`src/rtl/core_sequencer_if.sv`:
```
// Program-memory fetch handshake between core_sequencer (master) and
// instruction memory (slave).
interface core_sequencer_if #(
   parameter int unsigned PC_W = 5
);
   logic            fetch_req;
   logic [PC_W-1:0] fetch_addr;
   logic            fetch_ack;
   logic [15:0]     fetch_data;

   modport master (
      output fetch_req,
      output fetch_addr,
      input  fetch_ack,
      input  fetch_data
   );

   modport slave (
      input  fetch_req,
      input  fetch_addr,
      output fetch_ack,
      output fetch_data
   );
endinterface

```
`src/rtl/core_sequencer.sv`:
```
// Multi-cycle fetch/decode/execute sequencer for the 8-bit accumulator core.
// Owns the PC and instruction register and issues one-cycle execute strobes.
module core_sequencer #(
   parameter int unsigned     PC_W     = 5,
   parameter logic [PC_W-1:0] RESET_PC = '0
) (
   input  logic                 clk,
   input  logic                 rst,
   input  logic                 start,
   core_sequencer_if.master     fetch,
   output logic [5:0]           instr_code,
   output logic [7:0]           imm,
   output logic                 load_en,
   output logic                 store_en,
   output logic                 acu_en,
   output logic                 r0_ce,
   output logic                 r1_ce,
   output logic                 r0_oe,
   output logic                 r1_oe,
   output logic                 busy,
   output logic                 halted,
   output logic                 sel_err,
   output logic [7:0]           retired
);

   localparam logic [5:0] OP_LD   = 6'h0A;
   localparam logic [5:0] OP_ST   = 6'h0B;
   localparam logic [5:0] OP_JMPF = 6'h0C;
   localparam logic [5:0] OP_JMPB = 6'h0D;
   localparam logic [5:0] OP_NOP  = 6'h3C;
   localparam logic [5:0] OP_HLT  = 6'h3F;

   typedef enum logic [2:0] {
      S_IDLE,
      S_FETCH,
      S_DECODE,
      S_EXEC,
      S_HALT
   } state_t;

   state_t          state, state_next;
   logic [PC_W-1:0] pc, pc_next, imm_pc;
   logic [15:0]     ir;
   logic [5:0]      opcode;
   logic            sel_one;

   assign opcode  = ir[13:8];
   assign sel_one = ir[15] ^ ir[14];
   assign imm_pc  = PC_W'(ir[7:0]);

   // Opcode/immediate come straight from IR, which is only written in FETCH,
   // so they are stable registered values with no path from fetch_data.
   assign instr_code       = opcode;
   assign imm              = ir[7:0];
   assign fetch.fetch_addr = pc;

   always_comb begin
      unique case (opcode)
         OP_JMPF: pc_next = pc + imm_pc;
         OP_JMPB: pc_next = pc - imm_pc;
         default: pc_next = pc + PC_W'(1);
      endcase
   end

   always_comb begin
      state_next      = state;
      fetch.fetch_req = 1'b0;
      load_en         = 1'b0;
      store_en        = 1'b0;
      acu_en          = 1'b0;
      r0_ce           = 1'b0;
      r1_ce           = 1'b0;
      r0_oe           = 1'b0;
      r1_oe           = 1'b0;
      busy            = 1'b0;
      halted          = 1'b0;
      sel_err         = 1'b0;
      unique case (state)
         S_IDLE: begin
            if (start) state_next = S_FETCH;
         end
         S_FETCH: begin
            fetch.fetch_req = 1'b1;
            busy            = 1'b1;
            if (fetch.fetch_ack) state_next = S_DECODE;
         end
         S_DECODE: begin
            busy       = 1'b1;
            r0_oe      = ir[14] & ~ir[15];
            r1_oe      = ir[15] & ~ir[14];
            state_next = (opcode == OP_HLT) ? S_HALT : S_EXEC;
         end
         S_EXEC: begin
            busy       = 1'b1;
            state_next = S_FETCH;
            unique case (opcode)
               OP_LD: load_en = 1'b1;
               OP_ST: begin
                  if (sel_one) begin
                     store_en = 1'b1;
                     r0_ce    = ir[14];
                     r1_ce    = ir[15];
                  end else begin
                     sel_err = 1'b1;
                  end
               end
               OP_JMPF, OP_JMPB, OP_NOP, OP_HLT: ;
               default: begin
                  acu_en = 1'b1;
                  r0_oe  = ir[14] & ~ir[15];
                  r1_oe  = ir[15] & ~ir[14];
               end
            endcase
         end
         S_HALT: halted = 1'b1;
         default: state_next = S_IDLE;
      endcase
   end

   always_ff @(posedge clk) begin
      if (rst) begin
         state   <= S_IDLE;
         pc      <= RESET_PC;
         ir      <= '0;
         retired <= '0;
      end else begin
         state <= state_next;
         unique case (state)
            S_IDLE:  pc <= RESET_PC;
            S_FETCH: if (fetch.fetch_ack) ir <= fetch.fetch_data;
            S_DECODE: if (opcode == OP_HLT) retired <= retired + 8'd1;
            S_EXEC: begin
               pc      <= pc_next;
               retired <= retired + 8'd1;
            end
            default: ;
         endcase
      end
   end

endmodule
```
`src/flat_wrapper.sv`:
```
// flat-port wrapper written by rule: the top's interface ports become plain ports
module core_sequencer_flat 
#(
   parameter int unsigned     PC_W     = 5,
   parameter logic [PC_W-1:0] RESET_PC = '0
)
  (clk, rst, start, instr_code, imm, load_en, store_en, acu_en, r0_ce, r1_ce, r0_oe, r1_oe, busy, halted, sel_err, retired, fetch_fetch_req, fetch_fetch_addr, fetch_fetch_ack, fetch_fetch_data);
  core_sequencer_if #(.PC_W(PC_W)) fetch_i ();
  input  logic clk;
  input  logic rst;
  input  logic start;
  output logic [5:0] instr_code;
  output logic [7:0] imm;
  output logic load_en;
  output logic store_en;
  output logic acu_en;
  output logic r0_ce;
  output logic r1_ce;
  output logic r0_oe;
  output logic r1_oe;
  output logic busy;
  output logic halted;
  output logic sel_err;
  output logic [7:0] retired;
  output wire logic [$bits(fetch_i.fetch_req)-1:0] fetch_fetch_req;
  output wire logic [$bits(fetch_i.fetch_addr)-1:0] fetch_fetch_addr;
  input wire logic [$bits(fetch_i.fetch_ack)-1:0] fetch_fetch_ack;
  input wire logic [$bits(fetch_i.fetch_data)-1:0] fetch_fetch_data;
  assign fetch_fetch_req = fetch_i.fetch_req;
  assign fetch_fetch_addr = fetch_i.fetch_addr;
  assign fetch_i.fetch_ack = fetch_fetch_ack;
  assign fetch_i.fetch_data = fetch_fetch_data;
  core_sequencer #(.PC_W(PC_W), .RESET_PC(RESET_PC)) u_core (.clk(clk), .rst(rst), .start(start), .fetch(fetch_i), .instr_code(instr_code), .imm(imm), .load_en(load_en), .store_en(store_en), .acu_en(acu_en), .r0_ce(r0_ce), .r1_ce(r1_ce), .r0_oe(r0_oe), .r1_oe(r1_oe), .busy(busy), .halted(halted), .sel_err(sel_err), .retired(retired));
endmodule
```
`config.mk`:
```
export PLATFORM = sky130hd
export DESIGN_NAME = core_sequencer_flat
export DESIGN_NICKNAME = d
export VERILOG_FILES = /design/src/rtl/core_sequencer_if.sv /design/src/rtl/core_sequencer.sv /design/src/flat_wrapper.sv
export SDC_FILE = /design/constraint.sdc
export NUM_CORES = 1
export LEC_CHECK = 0
export ABC_CLOCK_PERIOD_IN_PS = 3340
export BUFFER_PORTS_ARGS = -buffer_cell sky130_fd_sc_hd__buf_2
export CORE_MARGIN = 2
export CORE_UTILIZATION = 50
export DETAILED_ROUTE_END_ITERATION = 16
export PLACE_DENSITY = 0.75
export SETUP_SLACK_MARGIN = 0.02
export SLEW_MARGIN = 20
export SYNTH_ARGS = -nofsm -noshare
export SYNTH_HDL_FRONTEND = slang
export SYNTH_SLANG_ARGS = --single-unit
```
`constraint.sdc`:
```
create_clock -name clk -period 3.34 [get_ports clk]
set_input_delay 0.668 -clock clk [delete_from_list [all_inputs] [get_ports clk]]
set_output_delay 0.668 -clock clk [all_outputs]
set_load 0.005 [all_outputs]
```
==> run summary <==
run status - completed
H-tree Lvls - 2
main flop type after synthesis - dfxtp_1
largest net degree at the start of global routing - 35
slowest stage delay, CP - 370 ps
Worst-path clk slew - 70 ps
Fmax - 0.398 GHz
Post-synth EDFFs - 0
Fill cells - 342
Reg area - 641 sq um
Power Density - 402 nW/um^2
Max VDD drop - 264 uV
Synth area leader - dfxtp_1
top cells by area, synth - dfxtp_1, nand2_1, a21oi_1
GP Congestion - 0.837
DRC viols - 0
Initial Util - 0.515
Setup Viol. Count Final - 0
Overall Global Routing Usage - 0.198
DP Wirelength - 2920 um
Top delay family on crit path - compound AO/OA/AOI/OAI gates
Multi-input gate area - 1030 sq um
vias in the first global route - 1384
Yosys reg bits - 32
Worst-Skew Late Latency - 280 ps
Worst slew margin - 0.583
Routed WL per cell - 12.1 um
final design utilization - 0.599
CTS resizes - 0
clock buffer depth - 2
max-cap viol count - 0
total congestion overflow - 0
Synth Instances - 239
RSZ-0062 raised after global routing - false
Final Skew - 4.21 ps
worst hold path type - reg -> reg
LEAKAGE - 0.980 nW
vias - 1658
CP arrival - 2660 ps
antenna viol nets, final - 0
Yosys top cell area share - 0.345
I/O Pins - 58
Nets - 306
Async SR Flop Fraction - 0
Die Height - 65.0 um
Num CTS Buffers - 5
Setup TNS Final - 0 ps
Core ar. - 3610 sq um
Starting DRT DRC Count - 84
Die Width - 65.0 um
Req. time, crit path - 3490 ps
row count - 22
Final min period - 2510 ps
DR pass1 iterations - 4
Syn Nets - 268
Total Wirelength - 3940 um
Clk Tree Root Cell - clkbuf_8
WP buf/inv - 1
CP max stage cell - dfxtp_1
post-synth cell types - 42
CP Class - reg -> reg
Area Growth Syn to Fin - 16.2%
# port buffers - 57
critical-path maximum fanout - 4
clk sinks - 32
Worst Max-Slew Pin Slew - 624 ps
crit-path cells - inv_1 > ha_1 > nor2b_1 > a211oi_1 > ha_1 > nor2b_1 > o21a_1 > or3_1 > a32oi_1 > nor2_1
final hold vios - 0
YS warnings - 0
Synth Cell Area - 1860 sq um
Seq/Total Area, Yosys - 0.345
CTS tree - yes
Final period util - 0.752
die area - 4220 sq um
layout cells sized above 1 - 0.263
cts hold-fix bufs - 0
vias per cell - 5.09
CP startpoint kind - flop
initial antenna violation count - 0
Post-CTS Setup Bufs - 0
Max Slew Vio Count - 0
Syn Area/Cell - 7.77 sq um
Crit. End Element - flop
ANT cells - 0
first-pass GRT wire length - 6420 um
==> worst paths after layout <==
| path | slack [ps] | cells after the start | to | startpoint |
|---|---|---|---|---|
| worst max-delay path | 830 | 10 | u_core.fetch.fetch_addr[3] | u_core.ir[0] |
| worst min-delay path | 460 | 2 | u_core.ir[5] | u_core.ir[5] |
| worst max register to register | 830 | 10 | u_core.fetch.fetch_addr[3] | u_core.ir[0] |
| worst min register to register | 460 | 2 | u_core.ir[5] | u_core.ir[5] |
==> stage by stage <==
step | instance area [sq um] | worst slack, ps | std cells | hold slack (ps) | power, mW
after floorplan | 1860 | 1030 | 239 | 437 | 0.486
after global placement | 2050 | 937 | 318 | 442 | 0.508
after detailed placement | 2050 | 844 | 318 | 448 | 0.509
after CTS | 2160 | 820 | 326 | 459 | 0.877
after global routing | 2160 | 646 | 326 | 485 | 0.905
final | 2160 | 828 | 326 | 455 | 0.867
==> Yosys cell counts, drive strengths merged, types with 3 or more instances <==
master  count
a21o        3
a21oi      22
a22oi       3
and2        3
and3b       3
buf        20
clkbuf      6
dfxtp      32
ha          8
inv         9
nand2      40
nand3       6
nor2       28
nor2b       4
nor3        6
nor3b       4
nor4        6
o21ai       5
or3         3
xnor2       7
xor2        3
==> cell type report <==
| cell class | count | share of cell area |
|---|---|---|
| Sequential cell | 32 | 0.297 |
| Clock buffer | 5 | 0.0319 |
| Inverter | 9 | 0.0157 |
| Clock inverter | 3 | 0.0197 |
| Multi-Input combinational cell | 172 | 0.476 |
| Tap cell | 48 | 0.0278 |
| Timing Repair Buffer | 57 | 0.132 |
==> cells by family (layout without fill, tap and decap cells) <==
family | Yosys count | after routing | synth area share
mux | 1 | 1 | 0.00539
fa+ha+maj | 9 | 9 | 0.0646
flops | 32 | 32 | 0.345
compound gates | 40 | 40 | 0.133
simple gates | 112 | 112 | 0.303
buf+inv | 35 | 74 | 0.102
xor+xnor | 10 | 10 | 0.0471
==> where the power goes <==
| part | leakage, nW | internal (mW) | total [mW] | switching [mW] |
|---|---|---|---|---|
| logic | 0.666 | 0.0379 | 0.0893 | 0.0515 |
| registers | 0.259 | 0.393 | 0.411 | 0.0176 |
| clock network | 0.0541 | 0.221 | 0.367 | 0.146 |
==> registers in the layout (all words and copies together), names as in the netlist <==
signal	count
u_core.ir	16
u_core.retired	8
u_core.fetch.fetch_addr	5
u_core.state	3
==> per-layer routing <==
metal / up-vias / global-route usage / routed length (um)
met2: 40 / 0.295 / 1750
li1: 865 / - / -
met5: - / 0 / 0
met1: 749 / 0.263 / 1890
met3: 4 / 0.0660 / 231
met4: 0 / 0.0798 / 68
==> tightest hold or removal path, stage by stage, from the launching register on <==
cell     delay [ps]
dfxtp_1         310
nand2_1          50
a21oi_1          50
==> cells in the final DEF (no fill, tap or decap), drive strengths merged, types with 4 or more instances in the layout <==
master  instances
nand2          40
nor4            6
nand3           6
clkbuf          5
a21oi          22
nor2           28
buf            57
o21ai           5
inv             9
nor2b           4
dfxtp          32
xnor2           7
nor3b           4
ha              8
nor3            6
Power figures use the tool's default switching activity.
